==> src/rtl/alu_pkg.sv <==
// Shared definitions for the ripple adder and the byte-loading ALU controller.
package alu_pkg;

   localparam int ALU_WIDTH = 32;

   typedef logic [ALU_WIDTH-1:0] word_t;

   // Two's-complement overflow: the carry into the sign bit differs from the carry out of it.
   function automatic logic overflow_flag(input logic carry_into_msb, input logic carry_out_msb);
      return carry_into_msb ^ carry_out_msb;
   endfunction

endpackage

==> src/rtl/full_adder.sv <==
// One-bit full adder cell; the adder's carry chain is a cascade of these.
module full_adder (
   input  logic a,
   input  logic b,
   input  logic ci,
   output logic s,
   output logic co
);

   logic halfSum;

   // Sum and carry of a single bit position, kept as explicit gates so the chain stays a true ripple.
   always_comb begin
      halfSum = a ^ b;
      s       = halfSum ^ ci;
      co      = (a & b) | (ci & halfSum);
   end

endmodule

==> src/rtl/carry_ripple_adder_32.sv <==
// WIDTH-bit ripple-carry adder with carry-in, carry-out and signed overflow, one registered stage.
module carry_ripple_adder_32
   import alu_pkg::*;
#(
   parameter int WIDTH = ALU_WIDTH
) (
   input  logic             clk,
   input  logic             rst_n,
   input  logic             in_valid,
   input  logic [WIDTH-1:0] a,
   input  logic [WIDTH-1:0] b,
   input  logic             cin,
   output logic [WIDTH-1:0] sum,
   output logic             cout,
   output logic             ovf,
   output logic             out_valid
);

   logic [WIDTH:0]   carry;
   logic [WIDTH-1:0] rawSum;
   logic             rawOvf;

   logic [WIDTH-1:0] sum_d,   sum_q;
   logic             cout_d,  cout_q;
   logic             ovf_d,   ovf_q;
   logic             valid_q;

   assign carry[0] = cin;

   genvar i;
   generate
      for (i = 0; i < WIDTH; i++) begin : g_chain
         full_adder u_fa (
            .a  (a[i]),
            .b  (b[i]),
            .ci (carry[i]),
            .s  (rawSum[i]),
            .co (carry[i+1])
         );
      end
   endgenerate

   assign rawOvf = overflow_flag(carry[WIDTH-1], carry[WIDTH]);

   // Capture a new result only when the operands are valid; otherwise hold, so idle-cycle garbage never reaches the outputs.
   always_comb begin
      sum_d  = sum_q;
      cout_d = cout_q;
      ovf_d  = ovf_q;
      if (in_valid) begin
         sum_d  = rawSum;
         cout_d = carry[WIDTH];
         ovf_d  = rawOvf;
      end
   end

   // Result register; reset clears everything immediately and discards any in-flight result.
   always_ff @(posedge clk or negedge rst_n) begin
      if (!rst_n) begin
         sum_q   <= '0;
         cout_q  <= 1'b0;
         ovf_q   <= 1'b0;
         valid_q <= 1'b0;
      end else begin
         sum_q   <= sum_d;
         cout_q  <= cout_d;
         ovf_q   <= ovf_d;
         valid_q <= in_valid;
      end
   end

   assign sum       = sum_q;
   assign cout      = cout_q;
   assign ovf       = ovf_q;
   assign out_valid = valid_q;

endmodule

==> config.mk <==
export PLATFORM = sky130hd
export DESIGN_NAME = carry_ripple_adder_32
export DESIGN_NICKNAME = d
export VERILOG_FILES = /design/src/rtl/alu_pkg.sv /design/src/rtl/full_adder.sv /design/src/rtl/carry_ripple_adder_32.sv
export SDC_FILE = /design/constraint.sdc
export NUM_CORES = 1
export LEC_CHECK = 0
export ABC_CLOCK_PERIOD_IN_PS = 1500
export BUFFER_PORTS_ARGS = -buffer_cell sky130_fd_sc_hd__buf_4
export CAP_MARGIN = 10
export CORE_ASPECT_RATIO = 0.6
export CORE_MARGIN = 4
export CORE_UTILIZATION = 50
export DETAILED_ROUTE_END_ITERATION = 8
export PLACE_DENSITY = 0.92
export REMOVE_ABC_BUFFERS = 1
export SLEW_MARGIN = 20
export SYNTH_ARGS = -nofsm -noshare
export SYNTH_HDL_FRONTEND = slang
export SYNTH_SLANG_ARGS = --single-unit
==> constraint.sdc <==
create_clock -name clk -period 1.5 [get_ports clk]
set_input_delay 0.3 -clock clk [delete_from_list [all_inputs] [get_ports clk]]
set_output_delay 0.3 -clock clk [all_outputs]
set_load 0.03 [all_outputs]
==> run_results.csv, run 1 <==
group,metric,value,unit
run_status,run_status,"finished, violations left",
run_status,failed_checks,"negative setup slack",
logic_synthesis,synth_seq_area_share,41.94,%
logic_synthesis,synth-seq-cells,35,
clock_network,clock_latency_on_the_worst_skew_pair,0.27,ns
timing,max_slew_violations,0,
global_route,first_global_vias,1588,
logic_synthesis,syn-mean-instance-area,18.00,um^2
floorplanning,start_util,54.24,%
drt,route.detailed.drc,0,
clock_network,clock_path_buffers,2,
timing,final_number_of_hold_violating_endpoints,0,
logic_synthesis,netlist_instances,116,
clock_network,ctsHtreeMaxLevel,2,
global_route,maximum_number_of_pins_on_one_net_before_global_route_repair,38,
floorplanning,rows,17,
timing,min_period,11.65,ns
power_and_ir_drop,p_leak,0.001482,uW
timing,setup_viol,32,
placement,pre_cts_slack,-11.80,ns
placement,placement.io_buffers,102,
floorplanning,die_width,91.43,um
clock_network,tritoncts,"yes",
drt,vias_per_cell,4.816,
timing,final.setup.worst_slack,-10.15,ns
drt,first_iter_violations,27,
logic_synthesis,synth_top_cell_area_share,41.94,%
setup_path,cp_max_fo,2,
clock_network,cts.sinks,35,
logic_synthesis,yosys.cell_types.count,11,
setup_path,startpoint_type,"primary input",
drt,wl_per_cell,17.66,um
global_route,gr-total-overflow,0,
floorplanning,full_die_area,5308,um^2
placement,hpwl,3748,um
finish,final_net_count,325,
timing,fmax,85.84,MHz
drt,drt.antenna.violating_nets,0,
clock_network,root_buffer,"sky130_fd_sc_hd__clkbuf_8",
timing,max_slew_margin,71.77,%
timing,post-route-period-util,776.6,%
floorplanning,design.portCount,103,
setup_path,crit_required,1.66,ns
power_and_ir_drop,irDropWorstVdd,0.6814,mV
setup_path,critical_path_arrival,11.81,ns
power_and_ir_drop,cellPowerDensity,1191,nW/um^2
logic_synthesis,yosys-top-cells-area,"sky130_fd_sc_hd__dfrtp_1, sky130_fd_sc_hd__fa_1, sky130_fd_sc_hd__mux2_4",
placement,gp_congestion,0.7831,
setup_path,critical_path.max_stage_delay,0.38,ns
clock_network,clk_transition_reported_paths,0.06,ns
hold_path,worstHoldPathCells,2,
finish,layout-drive-gt1-share,79.65,%
logic_synthesis,syn-cell-area,2088,um^2
setup_path,setup.worst_path.class,"in2reg",
logic_synthesis,synthDominantAreaCellType,"sky130_fd_sc_hd__dfrtp_1",
drt,route.final.wire_length,4998,um
setup_path,critPathCaptureType,"register",
setup_path,reg2regPathDepth,1,
drt,vias,1363,
global_route,groute.usage.overall,20.29,%
finish,area_growth_syn_to_layout,49.13,%
hold_path,min_path_type,"in2reg",
floorplanning,die_h,58.06,um
finish,antenna_cells,0,
floorplanning,floorplan.core_area,3850,um^2
global_route,grt_antenna_before_repair,0,
setup_path,timing.critical_path.slowest_stage_cell,"sky130_fd_sc_hd__fa_2",
logic_synthesis,ys_warn_count,0,
drt,drt_pass1_iterations,4,
clock_network,cts-buffers-inserted,5,
setup_path,crit_top_cell,"sky130_fd_sc_hd__fa_2",
finish,fin_util,80.89,%
timing,clock-skew-final,0,ns
timing,worst_slew_pin_slew,0.4234,ns
timing,unrepaired_setup_endpoints_after_global_routing,"true",
job,maxCapViolations,0,
global_route,global_route_wire_length_before_repair,8107,um
-- synthesized netlist by cell type --
| cell | instances |
|---|---|
| sky130_fd_sc_hd__dfrtp_1 | 35 |
| sky130_fd_sc_hd__fa_1 | 32 |
| sky130_fd_sc_hd__mux2_4 | 25 |
| sky130_fd_sc_hd__inv_1 | 8 |
| sky130_fd_sc_hd__mux2_2 | 6 |
| sky130_fd_sc_hd__a21oi_1 | 2 |
| sky130_fd_sc_hd__buf_12 | 2 |
| sky130_fd_sc_hd__buf_6 | 2 |
| sky130_fd_sc_hd__nor2_1 | 2 |
| sky130_fd_sc_hd__mux2i_1 | 1 |
| sky130_fd_sc_hd__xnor2_1 | 1 |
-- metal layers --
| layer | vias up | global-route usage (%) | wire, um |
|---|---|---|---|
| met5 | - | 0 | 0 |
| met4 | 0 | 4.506 | 19 |
| met3 | 4 | 8.690 | 508 |
| met2 | 82 | 34.99 | 2564 |
| met1 | 690 | 24.00 | 1904 |
| li1 | 587 | - | - |
-- through the flow --
| stage | power (uW) | hold WS, ns | cells | TNS [ns] | area, um^2 |
|---|---|---|---|---|---|
| after global placement | 2872 | 0.2703 | 274 | -207.59 | 2898 |
| after global routing | 3912 | 0.4044 | 283 | -180.55 | 3114 |
| final | 3709 | 0.4182 | 283 | -176.33 | 3114 |
| after CTS | 3721 | 0.4030 | 283 | -174.31 | 3107 |
| after floorplan | 2199 | 0.004409 | 112 | -198.70 | 2026 |
| after detailed placement | 2923 | 0.2767 | 274 | -212.07 | 2898 |
-- logic make-up (layout without fill, tap and decap cells) --
kind of cell	count (synthesis)	in the layout	share of synthesized area, %
multiplexers	32	32	21.69
AO/OA/AOI/OAI	2	2	0.4793
flip-flops	35	35	41.94
XOR/XNOR	1	1	0.4195
buffers and inverters	12	122	4.434
adder cells (fa/ha/maj)	32	32	30.68
AND/OR/NAND/NOR	2	2	0.3596
-- critical path, delay by kind of cell --
kind / cells / cell delay (ns)
buffers and inverters: 4 / 0.27
xor gates and xnor gates: 1 / 0.07
muxes: 1 / 0.25
adders and majority gates: 32 / 10.89
-- path summary, 6_finish.rpt --
kind                       startpoint        end  slack [ns]
hold reg to reg               sum[13]    sum[13]        0.51
setup / recovery                 a[0]        ovf      -10.15
max in group asynchronous       rst_n       cout        0.68
hold / removal               in_valid  out_valid        0.42
min in group asynchronous       rst_n    sum[11]        0.51
setup reg to reg              sum[22]    sum[22]        0.71
-- placed cells by master (no fill, tap or decap), drive strengths merged --
cell	n
clkbuf	8
nor2	2
dfrtp	35
a21oi	2
buf	105
inv	8
dlygate4sd3	1
mux2i	1
fa	32
mux2	31
xnor2	1
-- layout make-up --
cell class	count	area, um^2
clock buffer	8	100.1
fill	205	735.7
inverter	8	30.03
multi-input combinational	69	1222
sequential	35	875.8
tap	57	71.32
timing repair buffer	106	814.5
-- state kept, by name, indices dropped and copies added (netlist names) --
register	cells
ovf	1
out_valid	1
cout	1
sum	32
-- power by group --
group | switching, uW | internal [uW] | total [uW]
Combinational | 861 | 827 | 1690
Sequential | 133 | 1170 | 1300
Clock | 302 | 419 | 721
Total | 1300 | 2410 | 3710
-- what timing repair did --
action / 4_1_cts / 5_1_grt
setup endpoints to repair: 32 / 32
resized for setup: 40 / 2
hold buffers: 1 / 0
setup buffers: 0 / 0
pin swaps: 1 / 0
hold endpoints to repair: 35 / 0
Note: power is estimated with default switching activity, not from simulation.
==> run 2: changes to the inputs <==
--- a/config.mk
+++ b/config.mk
@@ -5,7 +5,7 @@
 export SDC_FILE = /design/constraint.sdc
 export NUM_CORES = 1
 export LEC_CHECK = 0
-export ABC_CLOCK_PERIOD_IN_PS = 1500
+export ABC_CLOCK_PERIOD_IN_PS = 13620
 export BUFFER_PORTS_ARGS = -buffer_cell sky130_fd_sc_hd__buf_4
 export CAP_MARGIN = 10
 export CORE_ASPECT_RATIO = 0.6
==> constraint.sdc (replaced) <==
create_clock -name clk -period 13.62 [get_ports clk]
set_input_delay 2.724 -clock clk [delete_from_list [all_inputs] [get_ports clk]]
set_output_delay 2.724 -clock clk [all_outputs]
set_load 0.03 [all_outputs]
==> run 2 against run 1 <==
The run still ends with negative setup slack left. Worst setup slack improved by 9.8 ns. Clock power decreased by 91%. Hold slack better by 0.091 ns. Die area did not move. Clock skew did not move. Register-to-register slack better by 12 ns. Sequential cell count did not move. Critical path type unchanged. Largest power group unchanged. Highest routed layer unchanged.
==> run_results.csv, run 2 (same netlist as run 1, synthesis figures left out) <==
group,metric,value,unit
setup_path,critPathCaptureType,"register",
drt,route.detailed.drc,0,
hold_path,min_path_type,"reg2reg",
power_and_ir_drop,p_leak,0.001432,uW
power_and_ir_drop,power_after_layout,387.9,uW
drt,vias_per_cell,4.737,
timing,final_number_of_hold_violating_endpoints,0,
setup_path,critical_path_arrival,14.14,ns
floorplanning,rows,17,
timing,unrepaired_setup_endpoints_after_global_routing,"true",
timing,worst_slew_pin_slew,0.5942,ns
clock_network,clock_path_buffers,2,
floorplanning,start_util,54.24,%
finish,final_net_count,322,
timing,setup_viol,4,
finish,layout.filler_cells,209,
run_status,run_status,"finished, violations left",
job,maxCapViolations,0,
setup_path,setup.worst_path.class,"in2reg",
global_route,first_global_vias,1542,
floorplanning,die_width,91.43,um
setup_path,crit_top_cell,"sky130_fd_sc_hd__fa_2",
floorplanning,die_h,58.06,um
finish,seq_area,875.8,um^2
drt,route.final.wire_length,4565,um
floorplanning,design.portCount,103,
timing,min_period,13.99,ns
timing,fin_worst_hold_slack,0.5093,ns
finish,largest_register_ff_count,32,
setup_path,startpoint_type,"primary input",
clock_network,clk_transition_reported_paths,0.06,ns
timing,clock-skew-final,0,ns
drt,wl_per_cell,16.42,um
placement,gp_congestion,0.7470,
global_route,global_route_wire_length_before_repair,7693,um
finish,layout-drive-gt1-share,79.19,%
timing,max_slew_margin,60.38,%
clock_network,ctsHtreeMaxLevel,2,
timing,fmax,71.49,MHz
timing,post-route-period-util,102.7,%
clock_network,clock_latency_on_the_worst_skew_pair,0.27,ns
clock_network,root_buffer,"sky130_fd_sc_hd__clkbuf_8",
power_and_ir_drop,switch_share,35.63,%
finish,multi_input_area,1204,um^2
timing,final.setup.worst_slack,-0.3686,ns
power_and_ir_drop,cellPowerDensity,128.0,nW/um^2
finish,antenna_cells,0,
drt,drt.antenna.violating_nets,0,
floorplanning,full_die_area,5308,um^2
placement,placement.io_buffers,102,
clock_network,cts-buffers-inserted,5,
global_route,groute.usage.overall,19.04,%
clock_network,ctsHoldBuffers,0,
placement,pre_cts_slack,-2.115,ns
clock_network,tritoncts,"yes",
placement,hpwl,3567,um
setup_path,timing.critical_path.slowest_stage_cell,"sky130_fd_sc_hd__fa_2",
floorplanning,floorplan.core_area,3850,um^2
placement,dp.cells,272,
global_route,maximum_number_of_pins_on_one_net_before_global_route_repair,38,
power_and_ir_drop,switching_power_total,138.2,uW
global_route,grt_antenna_before_repair,0,
finish,final_cells,278,
setup_path,cp_max_fo,2,
setup_path,critical_path.max_stage_delay,0.37,ns
power_and_ir_drop,combinationalPowerShare,46.4,%
finish,layout_common_cells,"sky130_fd_sc_hd__buf_4, sky130_fd_sc_hd__dfrtp_1, sky130_fd_sc_hd__fa_2, sky130_fd_sc_hd__mux2_4, sky130_fd_sc_hd__mux2_2",
power_and_ir_drop,power.share.sequential,37.0,%
clock_network,cts.sinks,35,
drt,drt_pass1_iterations,4,
power_and_ir_drop,power_report.internal_total,249.7,uW
drt,first_iter_violations,47,
timing,max_slew_violations,0,
setup_path,crit_required,13.77,ns
drt,vias,1317,
global_route,gr-total-overflow,0,
run_status,failed_checks,"negative setup slack",
power_and_ir_drop,clockPowerShare,16.6,%
power_and_ir_drop,irDropWorstVdd,0.06482,mV
finish,area_growth_syn_to_layout,45.12,%
finish,most_common_cell_after_layout_fill_and_taps_aside,"sky130_fd_sc_hd__buf_4",
[run 2: cell types whose count changed in the layout (fill, tap and decap cells not counted), sizes merged]
cell         delta
buf             -2
clkbuf          -2
dlygate4sd3     -1
[run 2: final timing paths]
kind	from	end	slack, ns	cells past startpoint
setup / recovery	a[0]	ovf	-0.37	38
hold / removal	sum[4]	sum[4]	0.51	1
setup reg to reg	sum[27]	sum[27]	12.83	1
hold reg to reg	sum[4]	sum[4]	0.51	1
max in group asynchronous	rst_n	sum[15]	10.92	1
min in group asynchronous	rst_n	sum[11]	2.39	1
[run 2: what timing repair did]
action	4_1_cts	5_1_grt
buffers inserted	0	0
resized for setup	37	0
endpoints found under the setup margin	8	4
[run 2: layout make-up]
| class | instances | share of cell area (%) |
|---|---|---|
| Sequential cell | 35 | 28.90 |
| Tap cell | 57 | 2.353 |
| Clock buffer | 6 | 2.395 |
| Multi-Input combinational cell | 69 | 39.72 |
| Timing Repair Buffer | 103 | 25.64 |
| Inverter | 8 | 0.9909 |
[run 2: layer usage]
metal | vias to the layer above | GRT usage (%) | wire (um)
li1 | 584 | - | -
met2 | 76 | 31.36 | 2230
met4 | 0 | 3.219 | 11
met3 | 2 | 8.820 | 535
met5 | - | 0 | 0
met1 | 655 | 23.68 | 1787
[run 2: worst max-delay path: cells and delay by family]
kind                     cells  cell delay (ns)
multiplexers                 1             0.25
buffers and inverters        4             0.26
XOR/XNOR                     1             0.07
adder cells (fa/ha/maj)     32            10.83
[run 2: power groups by stage]
stage	clock network, uW	logic, uW	registers (uW)
floorplan	0	49.8	192
global placement	0	173	143
detailed placement	0	176	144
CTS	66.8	182	143
global route	73.1	193	147
finish	64.3	180	144
[run 2: through the flow]
stage | setup TNS [ns] | instance area (um^2) | utilization [%]
3_3_place_gp | -9.983 | 2870 | 74.55
4_1_cts | -1.021 | 3030 | 78.71
2_1_floorplan | -6.915 | 2026 | -
3_5_place_dp | -11.50 | 2870 | 74.55
5_1_grt | -1.994 | 3030 | 78.71
6_report | -0.9826 | 3030 | 78.71
